--- src/rtl/pulse_to_level_tx.sv ---
// rtl/pulse_to_level_tx.sv - stretches event strobes into spaced levels for a slow receiver
// Optional 4-phase ack handshake: define PULSE_TO_LEVEL_TX_ACK_EN.
`timescale 1ns/1ps
module pulse_to_level_tx #(
  parameter int STRETCH = 4,
  parameter int GAP     = 4,
  parameter int PEND_W  = 4
) (
  input  logic              clk,
  input  logic              reset,
  input  logic              pulse_i,
  input  logic              clear_i,
  input  logic              ack_i,
  output logic              level_o,
  output logic              busy_o,
  output logic [PEND_W-1:0] pending_o,
  output logic              overflow_o
);
  typedef enum logic [1:0] {IDLE, HIGH, LOW} state_t;

  localparam logic [7:0]        STRETCH_LD = 8'(STRETCH - 1);
  localparam logic [7:0]        GAP_LD     = 8'(GAP - 1);
  localparam logic [PEND_W-1:0] PEND_MAX   = '1;
  localparam logic [PEND_W-1:0] PEND_ONE   = PEND_W'(1);

  state_t            state, state_nxt;
  logic [7:0]        cnt, cnt_nxt;
  logic [PEND_W-1:0] pend_nxt;
  logic              high_release, low_release;
  logic              end_high, end_low, take_pending, incr, ovf_set;

`ifdef PULSE_TO_LEVEL_TX_ACK_EN
  assign high_release = ack_i;
  assign low_release  = ~ack_i;
`else
  logic unused_ack;
  assign unused_ack   = ack_i;
  assign high_release = 1'b1;
  assign low_release  = 1'b1;
`endif

  always_comb begin
    end_high     = (state == HIGH) && (cnt == 8'd0) && high_release;
    end_low      = (state == LOW) && (cnt == 8'd0) && low_release;
    take_pending = end_low && (pending_o != '0);
    // a pulse landing on the last LOW cycle with nothing queued is launched directly
    incr         = pulse_i && (state != IDLE) && !(end_low && (pending_o == '0));
    ovf_set      = incr && (pending_o == PEND_MAX) && !take_pending;

    pend_nxt = pending_o;
    if (incr && !ovf_set) pend_nxt = pend_nxt + PEND_ONE;
    if (take_pending)     pend_nxt = pend_nxt - PEND_ONE;

    state_nxt = state;
    cnt_nxt   = (cnt == 8'd0) ? cnt : cnt - 8'd1;
    case (state)
      IDLE: begin
        if (pulse_i) begin
          state_nxt = HIGH;
          cnt_nxt   = STRETCH_LD;
        end
      end
      HIGH: begin
        if (end_high) begin
          state_nxt = LOW;
          cnt_nxt   = GAP_LD;
        end
      end
      LOW: begin
        if (end_low) begin
          if (take_pending || pulse_i) begin
            state_nxt = HIGH;
            cnt_nxt   = STRETCH_LD;
          end else begin
            state_nxt = IDLE;
            cnt_nxt   = 8'd0;
          end
        end
      end
      default: begin
        state_nxt = IDLE;
        cnt_nxt   = 8'd0;
      end
    endcase
  end

  always_ff @(posedge clk) begin
    if (reset) begin
      state      <= IDLE;
      cnt        <= 8'd0;
      level_o    <= 1'b0;
      busy_o     <= 1'b0;
      pending_o  <= '0;
      overflow_o <= 1'b0;
    end else begin
      state      <= state_nxt;
      cnt        <= cnt_nxt;
      level_o    <= (state_nxt == HIGH);
      busy_o     <= (state_nxt != IDLE);
      pending_o  <= pend_nxt;
      overflow_o <= ovf_set | (overflow_o & ~clear_i);
    end
  end
endmodule

--- config.mk ---
export PLATFORM = sky130hd
export DESIGN_NAME = pulse_to_level_tx
export DESIGN_NICKNAME = d
export VERILOG_FILES = /design/src/rtl/pulse_to_level_tx.sv
export SDC_FILE = /design/constraint.sdc
export NUM_CORES = 1
export LEC_CHECK = 0
export ABC_AREA = 1
export BUFFER_PORTS_ARGS = -buffer_cell sky130_fd_sc_hd__buf_4
export CAP_MARGIN = 10
export CORE_MARGIN = 10
export CORE_UTILIZATION = 48
export CTS_BUF_LIST = sky130_fd_sc_hd__clkbuf_8
export CTS_CLUSTER_DIAMETER = 150
export CTS_CLUSTER_SIZE = 12
export DETAILED_ROUTE_END_ITERATION = 10
export PLACE_DENSITY = 0.79
export SLEW_MARGIN = 15
export SYNTH_ARGS = -nofsm -noshare
export SYNTH_HDL_FRONTEND = slang
export SYNTH_SLANG_ARGS = --single-unit
--- constraint.sdc ---
create_clock -name clk -period 2 [get_ports clk]
set_input_delay 0.2 -clock clk [delete_from_list [all_inputs] [get_ports clk]]
set_output_delay 0.2 -clock clk [all_outputs]
set_load 0.005 [all_outputs]
# Word-level counts from Yosys, hierarchy flattened
# Cells that the tools add are included.
# W data, S select, Z words.
word_totals:
  in_bits: 5
  reg_bits: 17
  out_inout_bits: 7
  elab_cells: 48
classes:
  reduce_logical: 19
  muxes: 13
  n_bitwise: 3
  eq_ne: 4
  addsub: 3
op_table:
  columns: ["operator", "count"]
  rows:
  - ["$mux W8", 4]
  - ["$pmux W8 S3", 1]
  - ["$logic_and A1 B1 Y1", 9]
  - ["$logic_not A8 Y1", 1]
  - ["$mux W2", 4]
  - ["$mux W4", 2]
  - ["$sub A8 B1 Y8 const B", 1]
  - ["$pmux W2 S3", 1]
  - ["$add A4 B1 Y4 const B", 1]
  - ["$eq A2 B1 Y1 const B", 2]
  - ["$eq A4 B4 Y1 const B", 1]
  - ["$logic_not A4 Y1", 1]
  - ["$reduce_bool A2 Y1", 2]
  - ["$reduce_bool A4 Y1", 1]
  - ["$sub A4 B1 Y4 const B", 1]
  - ["$logic_not A1 Y1", 3]
  - ["$eq A2 B2 Y1 const B", 1]
  - ["$logic_not A2 Y1", 1]
  - ["$and A1 B1 Y1", 1]
  - ["$logic_or A1 B1 Y1", 1]
  - ["$mux W1", 1]
  - ["$not A1 Y1", 1]
  - ["$or A1 B1 Y1", 1]

# Depth between registers and ports, before layout
logic_depth:
  ltp_word: 12
  mapped_depth: 14
  mapped_depth_nobuf: 14

# Worst setup path before layout
# OpenSTA, ideal clock, no wires.
synth_path:
  path_type: "register -> register"
  startpoint: "register cnt[0]"
  endpoint: "register pending_o[1]"
  path_stages_with_launch: 14
  required_time_ns: 1.884
  period_less_slack_ns: 1.773
  setup_slack_ns: 0.227
  arrival_ns: 1.657
  cell_sequence: "dfxtp_1 inv_1 ha_1 nand2_1 nor2_8 nand2_4 nand2_4 nand3_4 nand2_1 nand2_1 ha_1 nand2_1 o211ai_1 inv_1"
synth_via:
  elab_chain_cells: 12
synth_rtl:
  columns: ["element", "line", "text"]
  rows:
  - ["start, declared", "27", "logic [7:0] cnt, cnt_nxt;"]
  - ["start signal, assigned", "97", "cnt <= cnt_nxt;"]
  - ["$logic_not A8 Y1 *", "44", "end_low = (state == LOW) && (cnt == 8'd0) && low_release;"]
  - ["$logic_and A1 B1 Y1 *", "44", null]
  - ["$logic_and A1 B1 Y1", "47", "incr = pulse_i && (state != IDLE) && !(end_low && (pending_o == '0));"]
  - ["$logic_not A1 Y1", "47", null]
  - ["$logic_and A1 B1 Y1", "47", null]
  - ["$logic_and A1 B1 Y1 (2 in a row)", "48", "ovf_set = incr && (pending_o == PEND_MAX) && !take_pending;"]
  - ["$logic_not A1 Y1", "51", "if (incr && !ovf_set) pend_nxt = pend_nxt + PEND_ONE;"]
  - ["$logic_and A1 B1 Y1", "51", null]
  - ["$mux W4", "51", null]
  - ["$sub A4 B1 Y4", "52", "if (take_pending) pend_nxt = pend_nxt - PEND_ONE;"]
  - ["$mux W4 *", "52", null]
  - ["end signal, assigned", "100", "pending_o <= pend_nxt;"]
  - ["end, declared", "16", "output logic [PEND_W-1:0] pending_o,"]
# Every way passes the cells marked *; elsewhere a longest branch is shown, timed or not.
# A chain may end at the register's enable or synchronous reset.

# Worst setup path after layout
# Same ends and word-level chain as after synthesis.

==> flow_metrics.tcl <==
set metrics [dict create \
    syn_area_per_cell_um2 7.40 \
    switching_share_pct 43.1 \
    seq_power_share_pct 29.9 \
    post-place-ws_ps 55.3 \
    drt-total-wl_mm 2.05 \
    report.final.hold_viol_count 0 \
    portBuffers 10 \
    endpoint_kind "flop" \
    grt.total_usage_pct 9.74 \
    setup_viol 0 \
    drc 0 \
    diodes 0 \
    antenna_found_initial 0 \
    hold_slack_ps 164 \
    drtPass1Iterations 4 \
    maxSlewViolCount 0 \
    rows 16 \
    die_y_um 65.8 \
    cts-root-buf "clkbuf_8" \
    max_slew_margin_pct 80.7 \
    p_leak_nw 0.573 \
    status "finished, final reports clean" \
    final_cells 181 \
    p_int_w 0.00100 \
    dieWidth_um 65.8 \
    clkSinkCount 17 \
    cts_max_level 1 \
    core_area_um2 1980 \
    placed_cells 172 \
    area_growth_pct 19.9 \
    required_ps 2150 \
    clk_path_buf_depth 2 \
    clk_pin_slew_ps 70 \
    ant_nets 0 \
    drt-initial-drc-count 30 \
    syn_inst 136 \
    grt_max_degree 11 \
    p_clk_share_pct 15.0 \
    grtUsageMet2_pct 16.2 \
    ys_ff_latch 17 \
    grt_pass1_vias 837 \
    arrival_ps 2020 \
    gr-usage-met1_pct 10.7 \
    period_share_pct 93.2 \
    ir_worst_vdd_uv 1050 \
    hold_path_class "primary input to flop" \
    cts_tree "built" \
    grt_pass1_wl_mm 3.39 \
    vias 882 \
    place.detailed.hpwl_mm 1.50 \
    yosysSeqAreaShare_pct 33.8 \
    switchingPower_w 0.000757 \
    path_class "flop to flop" \
    layout_common_cells "nor2_1 (23), nand2_1 (20), inv_1 (16), dfxtp_1 (16), buf_4 (15)" \
    drive_above_1_share_pct 26.6 \
    wl_per_cell_um 11.3 \
    pwr-share-comb_pct 55.0 \
    cp-start-kind "flop" \
    numCtsBuffers 3 \
    synth_area_um2 1010 \
    cap_viol_max_count 0 \
    fin_util_pct 60.9 \
    worstMarginPinSlew_ps 289 \
    worst_slack_ps 135 \
    initial_core_util_pct 50.8 \
    nets 165 \
    ys_types 25 \
    gr-max-usage-layer "met2" \
    mostFrequentLayoutCell "nor2_1" \
    power_density_nw_per_um2 1460 \
    yosysWarningCount 0 \
    num_io_pins 12 \
    total_power_w 0.00176 \
    crit_fanout 6 \
    use_met3_pct 3.39 \
    gp_congestion 0.866 \
    grt_overflow 0 \
    period_needed_ps 1860 \
    fmaxAchievable_mhz 536 \
    viasPerCell 4.87 \
    die_area_um2 4330 \
    insertion_delay_ps 260 \
    syn_nets 146 \
    skew_ps 0.852 \
]
## state kept, by name (all words and copies together) (netlist names)
name / count
level_o: 1
state: 2
busy_o: 1
overflow_o: 1
pending_o: 4
cnt: 8
## synth_stat cells
cell type   n  area [µm²]
nand2_2     2        12.5
or2_2       1        6.26
o21a_1      1        7.51
ha_1        5        62.6
dfxtp_1    17         340
nand2_4     2        22.5
inv_1      17        63.8
nand3_4     2        35.0
nand2_1    21        78.8
xnor2_1     2        17.5
o21ai_0     2        10.0
nor3b_2     1        12.5
nor2_1     24        90.1
a21oi_1     7        35.0
a21oi_2     1        8.76
nand4_1     4        25.0
nor2_2      5        31.3
o211ai_1    2        15.0
inv_2       3        11.3
nor2_8      1        20.0
nand3_1     6        30.0
buf_2       1        5.00
o22ai_1     1        6.26
xor2_1      5        43.8
o21ai_1     3        15.0
## layout make-up
| type | count | area, µm² |
|---|---|---|
| Clock inverter | 1 | 5.00 |
| Fill cell | 171 | 776 |
| Clock buffer | 3 | 41.3 |
| Tap cell | 27 | 33.8 |
| Inverter | 20 | 75.1 |
| Multi-Input combinational cell | 98 | 597 |
| Sequential cell | 17 | 342 |
| Timing Repair Buffer | 15 | 113 |
## kinds of logic after synthesis
| logic type | after synthesis | synth area share [%] |
|---|---|---|
| compound gates | 17 | 9.70 |
| xor+xnor | 7 | 6.09 |
| simple gates | 69 | 36.2 |
| buf+inv | 21 | 7.96 |
| flops | 17 | 33.8 |
| fa+ha+maj | 5 | 6.22 |
## routing by layer
layer	wire length (µm)	vias to the layer above	part of all wire, %
met2	976	16	48
li1	-	468	-
met1	935	393	46
met4	42	0	2.0
met3	99	5	4.8
met5	0	-	0
## through the flow
step | instance area (µm²) | TNS (ps)
after CTS | 1160 | 0
after global routing | 1210 | -16.8
after global placement | 1110 | 0
final | 1210 | 0
after floorplan | 1010 | 0
after detailed placement | 1110 | 0
## what timing repair did
action / in CTS / in global routing
setup endpoints to repair: 0 / 3
resized for setup: 0 / 5
hold buffers: 0 / 0
setup buffers: 0 / 5
## final timing paths
kind,start,end,slack [ps],depth (start not counted)
min reg2reg,overflow_o$_SDFF_PP0_,overflow_o$_SDFF_PP0_,490,2
min,reset,level_o$_SDFF_PP0_,160,2
max,cnt[0]$_SDFF_PP0_,pending_o[1]$_SDFF_PP0_,140,13
max reg2reg,cnt[0]$_SDFF_PP0_,pending_o[1]$_SDFF_PP0_,140,13
## worst max-delay path: stages (launching register included)
cell	delay, ps
dfxtp_1	330
inv_2	80
ha_1	170
nand2_2	90
nor2_8	150
nand2_4	90
nand2_4	90
nand3_4	80
nand2_1	120
nand2_1	90
ha_1	270
nand2_1	50
o211ai_1	90
inv_1	50
## power by group through the flow
stage | clock [W] | combinational, W | sequential (W)
6_report | 0.000264 | 0.000967 | 0.000526
5_1_grt | 0.000278 | 0.00110 | 0.000539
4_1_cts | 0.000268 | 0.000876 | 0.000521
3_5_place_dp | 0 | 0.000870 | 0.000528
3_3_place_gp | 0 | 0.000838 | 0.000522
2_1_floorplan | 0 | 0.000713 | 0.000515
Power figures use the tool's default switching activity.
